`src/rtl/raster_cmd_scheduler_if.sv`:
```
// Bundle between the command requesters, the scheduler and the 8x8 rasterizer.
// The scheduler connects through the slave modport; the driving side
// (pin decoder / host / rasterizer model) uses master.
interface raster_cmd_scheduler_if #(
    parameter int FIFO_DEPTH = 4
);
    localparam int CW = $clog2(FIFO_DEPTH) + 1;

    logic          a_valid;
    logic          a_ready;
    logic [19:0]   a_pkt;
    logic          b_valid;
    logic          b_ready;
    logic [19:0]   b_pkt;
    logic [1:0]    r_cmd;
    logic [17:0]   r_args;
    logic          r_frame_sync;
    logic          busy;
    logic [CW-1:0] fifo_count;
    logic          done_pulse;
    logic          err_timeout;

    modport master (
        output a_valid, a_pkt, b_valid, b_pkt, r_frame_sync,
        input  a_ready, b_ready, r_cmd, r_args, busy, fifo_count,
               done_pulse, err_timeout
    );

    modport slave (
        input  a_valid, a_pkt, b_valid, b_pkt, r_frame_sync,
        output a_ready, b_ready, r_cmd, r_args, busy, fifo_count,
               done_pulse, err_timeout
    );
endinterface

```
`src/rtl/raster_cmd_scheduler.sv`:
```
// raster_cmd_scheduler
// Round-robin arbiter for two command sources feeding a small command FIFO,
// followed by an issue FSM that sends one command at a time to the 8x8
// rasterizer as a single-cycle r_cmd pulse, then waits for frame_sync and the
// 64-pixel output pass before issuing the next one.
// Optional feature: define SCHED_TIMEOUT_EN to abort a command whose
// frame_sync never arrives (sets sticky err_timeout).
module raster_cmd_scheduler #(
    parameter int FIFO_DEPTH     = 4,
    parameter int DRAIN_CYCLES   = 64,
    parameter int TIMEOUT_CYCLES = 15
) (
    input  logic                   clk,
    input  logic                   rst,
    raster_cmd_scheduler_if.slave  bus
);
    localparam int PW = $clog2(FIFO_DEPTH);
    localparam int CW = PW + 1;
    localparam int DW = $clog2(DRAIN_CYCLES + 1);

    localparam logic [1:0] ST_IDLE      = 2'd0;
    localparam logic [1:0] ST_ISSUE     = 2'd1;
    localparam logic [1:0] ST_WAIT_SYNC = 2'd2;
    localparam logic [1:0] ST_DRAIN     = 2'd3;

    localparam logic GRANT_A = 1'b0;
    localparam logic GRANT_B = 1'b1;

    logic [19:0]   fifo_mem [FIFO_DEPTH];
    logic [PW-1:0] wr_ptr_reg;
    logic [PW-1:0] rd_ptr_reg;
    logic [CW-1:0] count_reg;
    logic [1:0]    state_reg;
    logic [1:0]    state_next;
    logic          last_grant_reg;
    logic [1:0]    cmd_hold_reg;
    logic [17:0]   args_reg;
    logic [DW-1:0] drain_cnt_reg;

    logic          full;
    logic          empty;
    logic          a_take;
    logic          b_take;
    logic          push;
    logic          pop;
    logic [19:0]   push_pkt;
    logic          timeout_hit;

    // Arbitration: no bypass at full, round-robin only matters when both ask
    assign full        = (count_reg == CW'(FIFO_DEPTH));
    assign empty       = (count_reg == '0);
    assign bus.a_ready = !full && (!bus.b_valid || last_grant_reg == GRANT_B);
    assign bus.b_ready = !full && (!bus.a_valid || last_grant_reg == GRANT_A);
    assign a_take      = bus.a_valid && bus.a_ready;
    assign b_take      = bus.b_valid && bus.b_ready;
    assign push_pkt    = a_take ? bus.a_pkt : bus.b_pkt;
    // NOP packets complete the handshake but never occupy a FIFO slot
    assign push        = (a_take && bus.a_pkt[19:18] != 2'b00) ||
                         (b_take && bus.b_pkt[19:18] != 2'b00);
    assign pop         = (state_reg == ST_IDLE) && !empty;

    // Round-robin memory of the last accepted requester
    always_ff @(posedge clk) begin
        if (rst) begin
            last_grant_reg <= GRANT_B;
        end else if (a_take) begin
            last_grant_reg <= GRANT_A;
        end else if (b_take) begin
            last_grant_reg <= GRANT_B;
        end
    end

    // FIFO storage write port (no reset so it maps onto RAM)
    always_ff @(posedge clk) begin
        if (push) begin
            fifo_mem[wr_ptr_reg] <= push_pkt;
        end
    end

    // FIFO pointers and occupancy; pointers wrap naturally at power-of-2 depth
    always_ff @(posedge clk) begin
        if (rst) begin
            wr_ptr_reg <= '0;
            rd_ptr_reg <= '0;
            count_reg  <= '0;
        end else begin
            if (push) begin
                wr_ptr_reg <= wr_ptr_reg + PW'(1);
            end
            if (pop) begin
                rd_ptr_reg <= rd_ptr_reg + PW'(1);
            end
            case ({push, pop})
                2'b10:   count_reg <= count_reg + CW'(1);
                2'b01:   count_reg <= count_reg - CW'(1);
                default: count_reg <= count_reg;
            endcase
        end
    end

    // Registered FIFO read: head lands in the r_args / held-cmd registers,
    // which then hold until the next pop
    always_ff @(posedge clk) begin
        if (rst) begin
            args_reg     <= '0;
            cmd_hold_reg <= 2'b00;
        end else if (pop) begin
            args_reg     <= fifo_mem[rd_ptr_reg][17:0];
            cmd_hold_reg <= fifo_mem[rd_ptr_reg][19:18];
        end
    end

    // Issue FSM next-state logic
    always_comb begin
        state_next = state_reg;
        case (state_reg)
            ST_IDLE:      if (!empty) state_next = ST_ISSUE;
            ST_ISSUE:     state_next = ST_WAIT_SYNC;
            ST_WAIT_SYNC: begin
                if (bus.r_frame_sync) begin
                    state_next = ST_DRAIN;
                end else if (timeout_hit) begin
                    state_next = ST_IDLE;
                end
            end
            ST_DRAIN:     if (drain_cnt_reg == '0) state_next = ST_IDLE;
            default:      state_next = ST_IDLE;
        endcase
    end

    // Issue FSM state register
    always_ff @(posedge clk) begin
        if (rst) begin
            state_reg <= ST_IDLE;
        end else begin
            state_reg <= state_next;
        end
    end

    // Output-pass counter: the frame_sync cycle is the first of the pass
    always_ff @(posedge clk) begin
        if (rst) begin
            drain_cnt_reg <= '0;
        end else if (state_reg == ST_WAIT_SYNC && bus.r_frame_sync) begin
            drain_cnt_reg <= DW'(DRAIN_CYCLES - 1);
        end else if (state_reg == ST_DRAIN && drain_cnt_reg != '0) begin
            drain_cnt_reg <= drain_cnt_reg - DW'(1);
        end
    end

`ifdef SCHED_TIMEOUT_EN
    localparam int TW = $clog2(TIMEOUT_CYCLES + 1);

    logic [TW-1:0] wait_cnt_reg;
    logic          err_timeout_reg;

    // Abort on the last allowed WAIT_SYNC cycle if frame_sync is still absent
    assign timeout_hit = (state_reg == ST_WAIT_SYNC) && !bus.r_frame_sync &&
                         (wait_cnt_reg == TW'(TIMEOUT_CYCLES - 1));

    // WAIT_SYNC cycle counter and sticky timeout flag
    always_ff @(posedge clk) begin
        if (rst) begin
            wait_cnt_reg    <= '0;
            err_timeout_reg <= 1'b0;
        end else begin
            if (state_reg == ST_WAIT_SYNC) begin
                wait_cnt_reg <= wait_cnt_reg + TW'(1);
            end else begin
                wait_cnt_reg <= '0;
            end
            if (timeout_hit) begin
                err_timeout_reg <= 1'b1;
            end
        end
    end

    assign bus.err_timeout = err_timeout_reg;
`else
    assign timeout_hit     = 1'b0;
    assign bus.err_timeout = 1'b0;
`endif

    // r_cmd is only nonzero in ISSUE so the rasterizer never re-executes
    assign bus.r_cmd      = (state_reg == ST_ISSUE) ? cmd_hold_reg : 2'b00;
    assign bus.r_args     = args_reg;
    assign bus.busy       = (state_reg != ST_IDLE) || !empty;
    assign bus.fifo_count = count_reg;
    assign bus.done_pulse = (state_reg == ST_DRAIN) && (drain_cnt_reg == '0);

endmodule

```
`src/flat_wrapper.sv`:
```
// flat-port wrapper written by rule: the top's interface ports become plain ports
module raster_cmd_scheduler_flat 
#(
    parameter int FIFO_DEPTH     = 4,
    parameter int DRAIN_CYCLES   = 64,
    parameter int TIMEOUT_CYCLES = 15
)
  (clk, rst, bus_a_valid, bus_a_pkt, bus_b_valid, bus_b_pkt, bus_r_frame_sync, bus_a_ready, bus_b_ready, bus_r_cmd, bus_r_args, bus_busy, bus_fifo_count, bus_done_pulse, bus_err_timeout);
  raster_cmd_scheduler_if #(.FIFO_DEPTH(FIFO_DEPTH)) bus_i ();
  input  logic clk;
  input  logic rst;
  input wire logic [$bits(bus_i.a_valid)-1:0] bus_a_valid;
  input wire logic [$bits(bus_i.a_pkt)-1:0] bus_a_pkt;
  input wire logic [$bits(bus_i.b_valid)-1:0] bus_b_valid;
  input wire logic [$bits(bus_i.b_pkt)-1:0] bus_b_pkt;
  input wire logic [$bits(bus_i.r_frame_sync)-1:0] bus_r_frame_sync;
  output wire logic [$bits(bus_i.a_ready)-1:0] bus_a_ready;
  output wire logic [$bits(bus_i.b_ready)-1:0] bus_b_ready;
  output wire logic [$bits(bus_i.r_cmd)-1:0] bus_r_cmd;
  output wire logic [$bits(bus_i.r_args)-1:0] bus_r_args;
  output wire logic [$bits(bus_i.busy)-1:0] bus_busy;
  output wire logic [$bits(bus_i.fifo_count)-1:0] bus_fifo_count;
  output wire logic [$bits(bus_i.done_pulse)-1:0] bus_done_pulse;
  output wire logic [$bits(bus_i.err_timeout)-1:0] bus_err_timeout;
  assign bus_i.a_valid = bus_a_valid;
  assign bus_i.a_pkt = bus_a_pkt;
  assign bus_i.b_valid = bus_b_valid;
  assign bus_i.b_pkt = bus_b_pkt;
  assign bus_i.r_frame_sync = bus_r_frame_sync;
  assign bus_a_ready = bus_i.a_ready;
  assign bus_b_ready = bus_i.b_ready;
  assign bus_r_cmd = bus_i.r_cmd;
  assign bus_r_args = bus_i.r_args;
  assign bus_busy = bus_i.busy;
  assign bus_fifo_count = bus_i.fifo_count;
  assign bus_done_pulse = bus_i.done_pulse;
  assign bus_err_timeout = bus_i.err_timeout;
  raster_cmd_scheduler #(.FIFO_DEPTH(FIFO_DEPTH), .DRAIN_CYCLES(DRAIN_CYCLES), .TIMEOUT_CYCLES(TIMEOUT_CYCLES)) u_core (.clk(clk), .rst(rst), .bus(bus_i));
endmodule
```
`config.mk`:
```
export PLATFORM = sky130hd
export DESIGN_NAME = raster_cmd_scheduler_flat
export DESIGN_NICKNAME = d
export VERILOG_FILES = /design/src/rtl/raster_cmd_scheduler_if.sv /design/src/rtl/raster_cmd_scheduler.sv /design/src/flat_wrapper.sv
export SDC_FILE = /design/constraint.sdc
export NUM_CORES = 1
export LEC_CHECK = 0
export ABC_AREA = 1
export CORE_ASPECT_RATIO = 1.25
export CORE_MARGIN = 3
export CORE_UTILIZATION = 50
export DETAILED_ROUTE_END_ITERATION = 16
export PLACE_DENSITY_LB_ADDON = 0.1
export SLEW_MARGIN = 10
export SYNTH_ARGS = -nofsm -noshare
export SYNTH_HDL_FRONTEND = slang
export SYNTH_SLANG_ARGS = --single-unit
```
`constraint.sdc`:
```
create_clock -name clk -period 7.15 [get_ports clk]
set_clock_uncertainty 0.2 [all_clocks]
set_input_delay 1.43 -clock clk [delete_from_list [all_inputs] [get_ports clk]]
set_output_delay 1.43 -clock clk [all_outputs]
set_load 0.1 [all_outputs]
```
== Word level (Yosys, flattened, before mapping) ==
Memories as Yosys holds them, arrays and structs flattened. A register that Yosys moved wholly into a read port is not among the register bits.
Cells that the tools add are included.

* Memories: 1
* Memory bits (writable): 80
* Word-level logic and storage cells: 66
* Output and inout bits: 28
* Bits in registers: 17

* Bitwise operators: 1
* Equality and inequality tests: 9
* Muxes and demuxes: 13
* Add/sub/neg operators: 5
* Reduce and logical (&&, ||, !) cells: 30

{| class="wikitable"
|+ Memory list
! memory !! depth !! width !! rd ports !! clocked after Yosys merged registers in !! wr ports !! line !! text
|-
| u_core.fifo_mem || 4 || 20 || 1 || 1 || 1 || raster_cmd_scheduler.sv:29 || <nowiki>logic [19:0] fifo_mem [FIFO_DEPTH];</nowiki>
|}

{| class="wikitable"
|+ Operators with widths
! kind !! count
|-
| $mux W20 || 1
|-
| $mux W6 || 2
|-
| $reduce_bool A2 Y1 || 6
|-
| $logic_and A1 B1 Y1 || 10
|-
| $mux W2 || 4
|-
| $pmux W2 S4 || 1
|-
| $logic_not A7 Y1 || 1
|-
| $reduce_bool A7 Y1 || 1
|-
| $sub A7 B1 Y7 const B || 1
|-
| $eq A2 B2 Y1 const B || 3
|-
| $pmux W3 S2 || 1
|-
| $add A2 B1 Y2 const B || 2
|-
| $eq A2 B1 Y1 const B || 2
|-
| $logic_not A1 Y1 || 4
|-
| $logic_or A1 B1 Y1 || 4
|-
| $mux W1 || 4
|-
| $ne A2 B2 Y1 const B || 2
|-
| $add A3 B1 Y3 const B || 1
|-
| $eq A3 B3 Y1 const B || 1
|-
| $logic_not A3 Y1 || 1
|-
| $reduce_and A3 Y1 || 1
|-
| $sub A3 B1 Y3 const B || 1
|-
| $logic_not A2 Y1 || 1
|-
| $ne A2 B1 Y1 const B || 1
|-
| other kinds (2) || 2
|}

== Logic depth before layout (Yosys ltp) ==
Gate-level depths: netlist (run 1).

* Depth in word-level cells: 8
* Mapped depth: 12
* Mapped depth without buffers: 12

== Worst setup path before layout (run 1) ==
Ideal clock, no wire load.

* Path kind: input -> output
* Start point: input port bus_a_valid
* End point: output port bus_b_ready
* Setup slack: 1782 ps
* Required time: 5520 ps
* Arrival time: 3738 ps
* Path buffers: 0
* Cell stages on the path: 2
* Cell sequence: nand2_1 -> a21boi_0

* Word-level cells in the longest chain between the ends: 3

{| class="wikitable"
|+ Ends and longest elaborated chain
! element !! line !! text
|-
| start, declared || flat_wrapper.sv:12 || <nowiki>input wire logic [$bits(bus_i.a_valid)-1:0] bus_a_valid;</nowiki>
|-
| $logic_not A1 Y1 || raster_cmd_scheduler.sv:53 || <nowiki>assign bus.b_ready = !full && (!bus.a_valid || last_grant_reg == GRANT_A);</nowiki>
|-
| $logic_or A1 B1 Y1 || raster_cmd_scheduler.sv:53 ||
|-
| $logic_and A1 B1 Y1 || raster_cmd_scheduler.sv:53 ||
|-
| end, declared || flat_wrapper.sv:18 || <nowiki>output wire logic [$bits(bus_i.b_ready)-1:0] bus_b_ready;</nowiki>
|}

Every way passes these cells.

== Final worst setup path (run 1) ==
Same ends and word-level chain as after synthesis.

==> results of run 1 <==
[report_power, final]
part | switching (mW) | internal (mW) | total [mW] | leakage [nW]
clock network | 0.287 | 0.577 | 0.864 | 0.287
registers | 0.0929 | 0.917 | 1.01 | 1.04
logic | 1.01 | 0.342 | 1.35 | 1.19
[kinds of logic after synthesis]
family                   count (synthesis)  synth area share, %
AO/OA/AOI/OAI                          107                 11.4
adder cells (fa/ha/maj)                 13                 3.36
buffers and inverters                   66                 5.97
flip-flops                             117                 62.0
other                                    1               0.0740
AND/OR/NAND/NOR                        217                 17.2
[worst reg2reg max path: cells and delay by family, from the launching register on]
| kind | cells | cell delay (ns) |
|---|---|---|
| AOI/OAI and AO/OA | 5 | 1.37 |
| adders and majority gates | 3 | 0.84 |
| buffers and inverters | 2 | 0.19 |
| DFF | 1 | 0.33 |
[placed cells by master, fill, tap and decap left out, drive strengths merged, types with 4 or more instances in the layout]
cell type / count
nor2: 100
nand2: 96
edfxtp: 80
clkdlybuf4s50: 71
o21ai: 71
inv: 39
dfxtp: 37
a31oi: 20
clkbuf: 17
nand3: 14
a21oi: 13
ha: 12
nand4: 5
clkinvlp: 5
clkinv: 5
bufinv: 4
[through the flow]
stage                     utilization [%]  hold slack (ns)  power [mW]
final                                65.9            0.281        3.22
after global routing                 65.9            0.312        3.40
after CTS                            65.9            0.283        3.25
after detailed placement             59.6            0.275        2.38
after global placement               59.6            0.268        2.34
after floorplan                         -            0.257        2.08
[area by class of cell]
cell class	instances	area (um^2)	share of cell area (%)
Clock buffer	17	425	6.62
Clock inverter	14	186	2.90
Inverter	39	149	2.32
Multi-Input combinational cell	338	1630	25.4
Sequential cell	117	3140	48.9
Tap cell	126	158	2.45
Timing Repair Buffer	74	733	11.4
[routing by layer]
metal  up-vias  track usage (%)  routed length [um]  share of wire [%]
li1       1887                -                   -                  -
met1      1721             22.7                4310                 40
met2        98             33.5                5650                 53
met3        12             5.86                 509                4.8
met4         0             8.27                 184                1.7
met5         -                0                   0                  0
[worst min path at each step]
stage,end,slack (ns),from,depth (start not counted)
after floorplan,u_core.drain_cnt_reg[0]$_SDFFE_PP0P_,0.26,u_core.drain_cnt_reg[0]$_SDFFE_PP0P_,2
after global placement,u_core.drain_cnt_reg[0]$_SDFFE_PP0P_,0.27,u_core.drain_cnt_reg[0]$_SDFFE_PP0P_,2
after detailed placement,u_core.drain_cnt_reg[0]$_SDFFE_PP0P_,0.27,u_core.drain_cnt_reg[0]$_SDFFE_PP0P_,2
after CTS,u_core.drain_cnt_reg[0]$_SDFFE_PP0P_,0.28,u_core.drain_cnt_reg[0]$_SDFFE_PP0P_,2
after global routing,u_core.drain_cnt_reg[0]$_SDFFE_PP0P_,0.31,u_core.drain_cnt_reg[0]$_SDFFE_PP0P_,2
final,u_core.drain_cnt_reg[0]$_SDFFE_PP0P_,0.28,u_core.drain_cnt_reg[0]$_SDFFE_PP0P_,2
==> impl_summary.md, run 1 <==
CTS
The number of instances resized during post-cts repair is 0. In this run the number of H-tree levels came out at 4. The post-CTS setup buffer count is 0. The buffer cell driving the clock tree root is sky130_fd_sc_hd__clkbuf_16. The clock tree from TritonCTS is built. The number of clock buffers added by TritonCTS is 17. The number of buffers added to fix hold violations after cts is 0. The maximum count of clock buffers along a single path is 2. The clock sink total is around 120.

The later pin in the worst-skew pair is clocked with a latency of 0.40 ns. The clock-pin slew on the worst setup and hold paths is 0.05 ns.

Logic synthesis
After synthesis, the largest area contributor takes up between 40 and 50% of total cell area. The number of synthesized flops with an enable pin is 80. Counting every instance in the synthesized netlist gives approximately 520.

Sorting the synthesized cells by how often they occur yields sky130_fd_sc_hd__nor2_1 (99), sky130_fd_sc_hd__nand2_1 (93), sky130_fd_sc_hd__edfxtp_1 (80). Yosys printed 0 warnings. Sorting the synthesized cells by area gives the leading types as sky130_fd_sc_hd__edfxtp_1 (47%), sky130_fd_sc_hd__dfxtp_1 (15%), sky130_fd_sc_hd__nor2_1 (7.3%). The mean instance size in the synthesized netlist is 9.73 um^2. Counting every net in the synthesized netlist gives ~580. The most used flip-flop cell after synthesis is sky130_fd_sc_hd__edfxtp_1.

The proportion of synthesized flip-flops having asynchronous set or reset is 0%. The largest total area in the synthesized netlist belongs to sky130_fd_sc_hd__edfxtp_1. The number of synthesized register bits is 117. For this run, the register share of the synthesized area comes to approximately three fifths.

The synthesized netlist occupies a cell area of approximately 0.0051 mm^2. The leading cell type by number of instances after synthesis is sky130_fd_sc_hd__nor2_1. The number of different library cells in the post-synthesis netlist is 28.

Place
The post-detailed-placement half-perimeter wirelength is about 6500 um. Once placement finished, the instance area stood at between 0.005 and 0.006 mm^2. In this run, placement finished with an instance count of around 690. Input and output buffers added on the ports amount to slightly above 70.

OpenSTA, run right after detailed placement, puts the worst setup slack at between 2 and 2.5 ns. The congestion estimate from routability-driven global placement came to between 0.7 and 0.8.

Global routing
The initial antenna violation count is 0. The global-route usage over all layers is 19.8%. The global-route congestion overflow total is 0. The number of global-route vias before repair came to roughly 3600.

Entering global routing, the biggest net connects 45 pins. The first global-routing pass estimated 16900 um of wire.

Critical path
The worst register-to-register path has a setup slack of 4.10 ns. The critical path goes through clkdlybuf4s50_1, nand2_1, a21boi_0, clkdlybuf4s50_1. In this design, the largest share of critical-path delay is due to buffers and inverters. The origin of the critical flop-to-flop path is u_core.state_reg[0]$_SDFFE_PP0P_.

The worst setup path is captured at a primary output. The number of cells on the worst reg-to-reg path is 10. The number of stages on the worst setup path is 4.

STA puts the critical path data required time at 5.52 ns. The start point of the critical path is bus_a_valid. The largest single stage delay on the critical path is about 1.2 ns. The last element of the critical path is bus_b_ready. The number of buffers and inverters on the critical path is 2. The critical path arrival is about 3.5 ns.

The type of the worst setup path is input pin to primary output. Along the worst path, the maximum fanout reaches 3. The cell with the most instances on the worst path is sky130_fd_sc_hd__clkdlybuf4s50_1.

STA classifies the critical path startpoint as an input pin. The highest-delay cell along the critical path is sky130_fd_sc_hd__clkdlybuf4s50_1. In this run the critical register-to-register path is captured at u_core.bus.fifo_count[2]$_SDFFE_PP0P_.

Power
The worst supply voltage drop on vdd is ~0.00024 V. The leakage power is 2.52 nW. The total power density per cell area is around 500 mW/mm^2.

Routing
The routed design has ~11000 um of wire. The routed layout has 3718 vias. The ratio of routed vias to standard cells is slightly above 5. The pre-antenna-repair detailed-routing pass consisted of 4 iterations.

The average wire per standard cell is around 15 um. The remaining antenna violation count after routing is 0. For this run, design rule violations remaining after detail routing come to 0. The detailed router finished its first iteration with approximately 230 violations.

Floorplan
In this run the standard cell core region covers between 0.009 and 0.01 mm^2. The overall die area is between 0.01 and 0.015 mm^2. The number of placement rows is 40.

The chip height is 119 um. The horizontal die dimension is 96.1 um. The effective utilization at floorplan is 51.9%.

Pin placement for this block handled 73 I/O pins.

Layout
The synthesis-to-finish area growth is 26.8%. The register with the most flip-flops in the layout has 80 of them. The fill cell instance count of the final layout is around 800. The final cell count without fillers is slightly above 700.

The fraction of layout instances using a drive strength above 1 is 8.01%. The final-stage net count is 645. The cell area after layout is 0.00643 mm^2. The final antenna diode count is 0.

Timing
The part of the cycle the worst path needs is 71.5%. Setup violations remaining at the end of the flow were counted as 0. The minimum period implied by the final worst setup slack is ~5 ns. The max-slew violation count was 0. Headroom to the max-slew limit came out at between 20% and 30%. The transition at the pin with the smallest max-transition slack is approximately 1.2 ns. The hold violation total from the final report is 0. The final worst setup slack is a little over 2 ns. For this run, the top clock speed supported by timing is roughly 200 MHz. Setup repair after global routing left no endpoint under its margin. The setup total negative slack is 0 ns.

Outcome
The flow ran to the end, and the final reports show no timing, DRC or antenna violations.

Flow run
Across the run, the number of max-cap violations was 0.

Hold path
The min-delay analysis places its worst path in the category register to register.
No activity file was read; power rests on OpenSTA's default activity.
==> inputs of run 2 (changes only) <==
==> constraint.sdc (replaced) <==
create_clock -name clk -period 4.9 [get_ports clk]
set_clock_uncertainty 0.2 [all_clocks]
set_input_delay 0.98 -clock clk [delete_from_list [all_inputs] [get_ports clk]]
set_output_delay 0.98 -clock clk [all_outputs]
set_load 0.1 [all_outputs]
==> impl_summary.md, run 2 (same netlist as run 1, synthesis figures left out) <==
Routing
The met3 wire length is about 550 um. In this run the remaining antenna-violating nets after routing total 0. The ratio of routed vias to standard cells is 5.18. The uppermost signal routing layer after detailed routing is met4. Before antenna repair, the detailed router went through 5 iterations.

The count of unresolved DRC violations after routing is 0. The detailed router finished its first iteration with 184 violations. In the final routed layout, each cell accounts on average for about 14 um. The wire length the detailed router placed on met1 is ~4200 um. The number of vias in the routed layout is between 3000 and 4000. The final wirelength is ~11000 um. The wire length on met2 is around 5600 um.

Critical path
The startpoint kind of the worst setup timing path is a register. The number of buffers and inverters on the critical path is 3. The delay of the slowest cell on the worst path is ~1.1 ns. The largest delay contributor family on the critical path is buffers and inverters.

The required time at the worst-slack endpoint is 3.72 ns. Data arrives at the worst endpoint at 2.50 ns. The biggest fanout along the worst timing path is 6. The worst register-to-register path has a depth of 11. Traced cell by cell, the critical path runs through inv_1, ha_1, inv_1, nor2_1, nand3_1, nor2_1, clkdlybuf4s50_1. The type of the worst setup path is register to primary output.

In this run the number of cells on the critical path is 7. STA classifies the critical path endpoint as a primary output. The largest individual stage delay along the critical path comes from the cell sky130_fd_sc_hd__clkdlybuf4s50_1.

CTS
The post-CTS setup buffer count is 0. The number of instances resized during post-cts repair is 0. The maximum count of clock buffers along a single path is 2.

The tree is rooted in a sky130_fd_sc_hd__clkbuf_16. For this design, the sink count on the clock tree is approximately 120. The later-pin clock latency in the skew report is between 0.4 and 0.5 ns.

The clock-pin slew on the worst setup and hold paths is 0.06 ns. The number of clock buffers added by TritonCTS is 17. The H-tree was split into 4 levels. The number of hold buffers added after CTS was 0. TritonCTS built the clock tree.

Power
The total power density per cell area is ~720 mW/mm^2. The worst supply voltage drop on vdd is just under 0.0004 V. For this design the static power due to leakage is between 2 and 3 nW.

Floorplan
The horizontal die dimension is a little under 100 um. The I/O pin total is 73. The area of the placeable core is 0.00976 mm^2. Once the floorplan was initialized, standard cells occupied about half of the core. The chip height is between 100 and 150 um.

The number of placement rows is 40. The overall die area is 0.0114 mm^2.

Timing
Setup repair after global routing left no endpoint under its margin. The transition at the pin with the smallest max-transition slack is 1.00 ns. The maximum clock frequency is 272 MHz. The part of the cycle the worst path needs is about 75%. Across all setup checks in the final design, the least slack found is 1.22 ns.

The setup total negative slack is 0 ns. The clock period could shrink to ~3.7 ns. Setup violations remaining at the end of the flow were counted as 0. In this run the tightest slew margin relative to its limit is roughly 33%. The hold violation total from the final report is 0. The max-slew violation count is 0.

Hold path
The worst hold-check path type is register to register. The worst hold path passes through 2 cells.

Global routing
The global-route usage over all layers is 19.9%. The global-route congestion overflow total is 0. The number of global-route vias before repair is 3614.

The initial antenna violation count is 0. The largest net degree at the start of global routing is 45. The first global-routing pass estimated approximately 17000 um of wire.

Place
After legalization and detailed placement, the total HPWL measured approximately 6500 um. In this run the tool buffered the top-level ports with around 70 buffer cells. Prior to clock tree synthesis, the placed netlist has a worst setup slack of 1.46 ns. The congestion estimate from routability-driven global placement came to ~0.7.

Layout
The synthesis-to-finish area growth is 26.6%. The repair_antennas step left the layout with diodes totalling 0. Of the cells placed in the final design, the portion with a size suffix greater than 1 is under 10%. The library cells used most frequently in the layout, excluding fill and tap cells, are sky130_fd_sc_hd__nor2_1 (95), sky130_fd_sc_hd__nand2_1 (93), sky130_fd_sc_hd__edfxtp_1 (80). The net count of the finished layout is approximately 650. The library cell used most frequently in the layout, excluding fill and tap cells, is sky130_fd_sc_hd__nor2_1. The register with the most flip-flops in the layout has 80 of them.

Flow run
Max-cap violations in this run came to 0.

Outcome
The run finished with clean final reports.
[run 2: cell types whose count changed in the layout (fill, tap and decap cells not counted), moves of 2 or more]
| cell | previous run | this run |
|---|---|---|
| sky130_fd_sc_hd__buf_4 | 3 | 8 |
| sky130_fd_sc_hd__bufinv_16 | 4 | 2 |
| sky130_fd_sc_hd__clkdlybuf4s50_1 | 71 | 69 |
| sky130_fd_sc_hd__clkinv_2 | 4 | 2 |
| sky130_fd_sc_hd__clkinv_4 | 1 | 5 |
| sky130_fd_sc_hd__clkinvlp_4 | 5 | 3 |
| sky130_fd_sc_hd__inv_6 | 0 | 2 |
[run 2: worst paths after layout]
kind                                                 to                                 start  slack, ns
hold / removal     u_core.drain_cnt_reg[0]$_SDFFE_PP0P_  u_core.drain_cnt_reg[0]$_SDFFE_PP0P_       0.28
setup reg to reg  u_core.bus.fifo_count[2]$_SDFFE_PP0P_      u_core.state_reg[0]$_SDFFE_PP0P_       2.21
setup / recovery                         bus_done_pulse  u_core.drain_cnt_reg[0]$_SDFFE_PP0P_       1.22
hold reg to reg    u_core.drain_cnt_reg[0]$_SDFFE_PP0P_  u_core.drain_cnt_reg[0]$_SDFFE_PP0P_       0.28
[run 2: area by class of cell]
cell class              instances  area (um^2)
flip-flops and latches        117         3140
inverters                      39          149
clock inverters                15          158
well taps                     126          158
multi-input cells             338         1630
clock buffers                  17          425
fillers                       796         3340
repair buffers                 77          751
[run 2: through the flow]
stage | util, % | hold WS [ns] | cells | total power, mW | instance area, um^2
2_1_floorplan | - | 0.257 | 521 | 3.03 | 5070
3_3_place_gp | 59.8 | 0.269 | 697 | 3.44 | 5830
3_5_place_dp | 59.8 | 0.274 | 697 | 3.47 | 5830
4_1_cts | 65.8 | 0.283 | 729 | 4.68 | 6420
5_1_grt | 65.8 | 0.313 | 729 | 4.90 | 6420
6_report | 65.8 | 0.282 | 729 | 4.64 | 6420
[run 2: report_power, final]
part	internal [mW]	switching, mW
registers	1.33	0.141
clock network	0.749	0.446
logic	0.509	1.46
[run 2: tightest hold or removal path, cell delays in order (launching register included)]
cell and delay, ns:
sky130_fd_sc_hd__dfxtp_1 0.32, sky130_fd_sc_hd__nand2_1 0.06, sky130_fd_sc_hd__a21oi_1 0.05
[run 2: per-layer routing]
layer	vias up	GRT usage, %
met5	-	0
met4	0	6.94
met3	15	5.98
met2	93	34.5
met1	1776	22.7
li1	1892	-
==> inputs of run 3 (changes only) <==
==> constraint.sdc (replaced) <==
create_clock -name clk -period 3.7 [get_ports clk]
set_clock_uncertainty 0.2 [all_clocks]
set_input_delay 0.74 -clock clk [delete_from_list [all_inputs] [get_ports clk]]
set_output_delay 0.74 -clock clk [all_outputs]
set_load 0.1 [all_outputs]
==> impl_summary.md, run 3 (same netlist as run 1, synthesis figures left out) <==
Critical path
The element type at the critical path end is a primary output. The origin of the critical flop-to-flop path is u_core.bus.fifo_count[0]$_SDFFE_PP0P_. The critical path is of the register to primary output type.

The start point of the critical path is u_core.bus.r_args[9]$_SDFFE_PP0P_. In this design, the largest share of critical-path delay is due to buffers and inverters. The number of buffers and inverters on the critical path is 1. For this run, the slowest stage of the critical path takes 1.15 ns.

The worst setup path is launched from a register. Traced cell by cell, the critical path runs through clkdlybuf4s50_1. Data arrives at the worst endpoint at 1.91 ns. Of all nets on the critical path, the largest fanout is 2. Among all stages on the critical path, the largest delay is contributed by sky130_fd_sc_hd__clkdlybuf4s50_1. The required time at the worst-slack endpoint is 2.76 ns.

Layout
The final antenna diode count is 0. In the layout the commonest cells are sky130_fd_sc_hd__nor2_1 (95), sky130_fd_sc_hd__nand2_1 (93), sky130_fd_sc_hd__edfxtp_1 (80). The post-route netlist has about a tenth of its cells at a drive strength greater than 1. The flip-flop count of the largest register after layout is 80. Leaving out fill and tap cells, the most frequent cell in the layout is sky130_fd_sc_hd__nor2_1. The final-stage net count is about 650. The synthesis-to-finish area growth is 27.4%.

Power
The switching part of the total power is 43.2%. The clock power share is about a quarter. The net switching power is between 2 and 3 mW. IR analysis of the VDD net gives a maximum drop of around 0.00066 V. The internal power consumption is between 3 and 4 mW.

The combinational group share of total power is approximately 42%. Summed over all cells, the static leakage comes to 2.56 nW. The total power is 6.26 mW. Sequential cells burn 30.9% of the power. The total power density per cell area is roughly 970 mW/mm^2.

Timing
Setup repair after global routing left no endpoint under its margin. The max-slew violation count is 0. The hold violation total from the final report is 0. For this run, the top clock speed supported by timing is 351 MHz. After routing, the total negative slack on setup checks comes to 0 ns. The transition at the pin with the smallest max-transition slack is 0.977 ns. The minimum period implied by the final worst setup slack is 2.85 ns. Setup violations remaining at the end of the flow were counted as 0. Headroom to the max-slew limit came out at 34.6%. The final critical path takes up between 70% and 80% of the cycle.

Global routing
The largest net degree at the start of global routing is 44. The initial antenna violation count came to 0. The global-route usage over all layers is 19.9%.

The global-route congestion overflow total is 0. The number of global-route vias before repair is between 3000 and 4000. The first-pass GRT wire length is 17300 um.

CTS
The clock tree from TritonCTS is built. The total number of H-tree levels is 4. In this run, post-CTS hold repair placed 0 buffers. The maximum count of clock buffers along a single path is 2. For this design, the sink count on the clock tree is about 120. The clock reaches the later pin of the worst-skew pair after 0.40 ns. The post-CTS setup buffer count is 0.

Clock tree synthesis inserted a total of 17 buffers. Clock-pin slew was measured on the worst setup and hold paths at approximately 0.050 ns. CTS placed an instance of sky130_fd_sc_hd__clkbuf_16 at the clock tree root. The number of instances resized during post-cts repair is 0.

Routing
The final wirelength is around 11000 um. In the routed design, unresolved DRC markers number 0. The number of vias in the routed layout is around 3800.

The ratio of routed vias to standard cells is a little over 5. Dividing the detail-routed wire length by the instance count gives around 15 um. The first routing iteration left around 210 violations. The remaining antenna violation count after routing is 0. The pre-antenna-repair detailed-routing pass consisted of 6 iterations.

Floorplan
The chip height is 119 um. Measured along the x axis, the die boundary spans 96.1 um. Row generation in the floorplan step produced 40 rows. The overall die area is 0.0114 mm^2.

Once the floorplan was initialized, standard cells occupied 51.9% of the core. The I/O pin total is 73. The region available for standard cell placement spans between 0.009 and 0.01 mm^2.

Hold path
In this run the most critical hold path is launched from u_core.drain_cnt_reg[0]$_SDFFE_PP0P_. The worst hold-check path type is register to register.

Outcome
The run finished with clean final reports.

Place
The number of port buffers is slightly above 70. The post-detailed-placement half-perimeter wirelength is about 6700 um. The weighted congestion at the end of routability-driven global placement is roughly 0.7.

Flow run
The number of max-capacitance violations reported is 0.
-- run 3: changes by cell type in the layout (fill, tap and decap cells not counted), moves of 2 or more --
cell                              delta
sky130_fd_sc_hd__clkinvlp_4          +3
sky130_fd_sc_hd__clkinv_4            -5
sky130_fd_sc_hd__buf_4              +11
sky130_fd_sc_hd__bufinv_16           +2
sky130_fd_sc_hd__clkdlybuf4s50_1     -9
sky130_fd_sc_hd__inv_6               -2
-- run 3: metrics by stage --
stage / area, um^2 / setup WS (ns) / std cells / util, % / hold slack, ns
after floorplan: 5070 / 0.181 / 521 / - / 0.257
after global placement: 5850 / 0.580 / 700 / 59.9 / 0.267
after detailed placement: 5850 / 0.491 / 700 / 59.9 / 0.275
after CTS: 6460 / 0.825 / 732 / 66.2 / 0.283
after global routing: 6460 / 0.610 / 732 / 66.2 / 0.307
final: 6460 / 0.848 / 732 / 66.2 / 0.282
-- run 3: area by class of cell --
cell class	count	area [um^2]
clock inverter	15	188
timing repair buffer	80	763
fill	773	3300
multi-input combinational	338	1630
inverter	39	149
clock buffer	17	425
sequential	117	3140
tap	126	158
-- run 3: final timing paths --
path                                                end  slack, ns  cells after the start
setup / recovery                          bus_r_args[9]       0.85                      1
hold reg to reg    u_core.drain_cnt_reg[0]$_SDFFE_PP0P_       0.28                      2
hold / removal     u_core.drain_cnt_reg[0]$_SDFFE_PP0P_       0.28                      2
setup reg to reg  u_core.bus.fifo_count[2]$_SDFFE_PP0P_       1.23                     12
-- run 3: layer usage --
layer	GRT usage (%)	share of wire, %	up-vias
li1	-	-	1903
met1	22.7	42	1763
met2	34.8	52	80
met3	4.77	3.9	16
met4	7.92	1.4	0
met5	0	0	-
-- run 3: power groups by stage --
stage | registers, mW | logic [mW] | clock network, mW
after CTS | 1.93 | 2.67 | 1.70
after global placement | 1.95 | 2.61 | 0
after global routing | 1.97 | 2.87 | 1.75
after detailed placement | 1.96 | 2.66 | 0
final | 1.93 | 2.66 | 1.67
after floorplan | 2.71 | 1.30 | 0
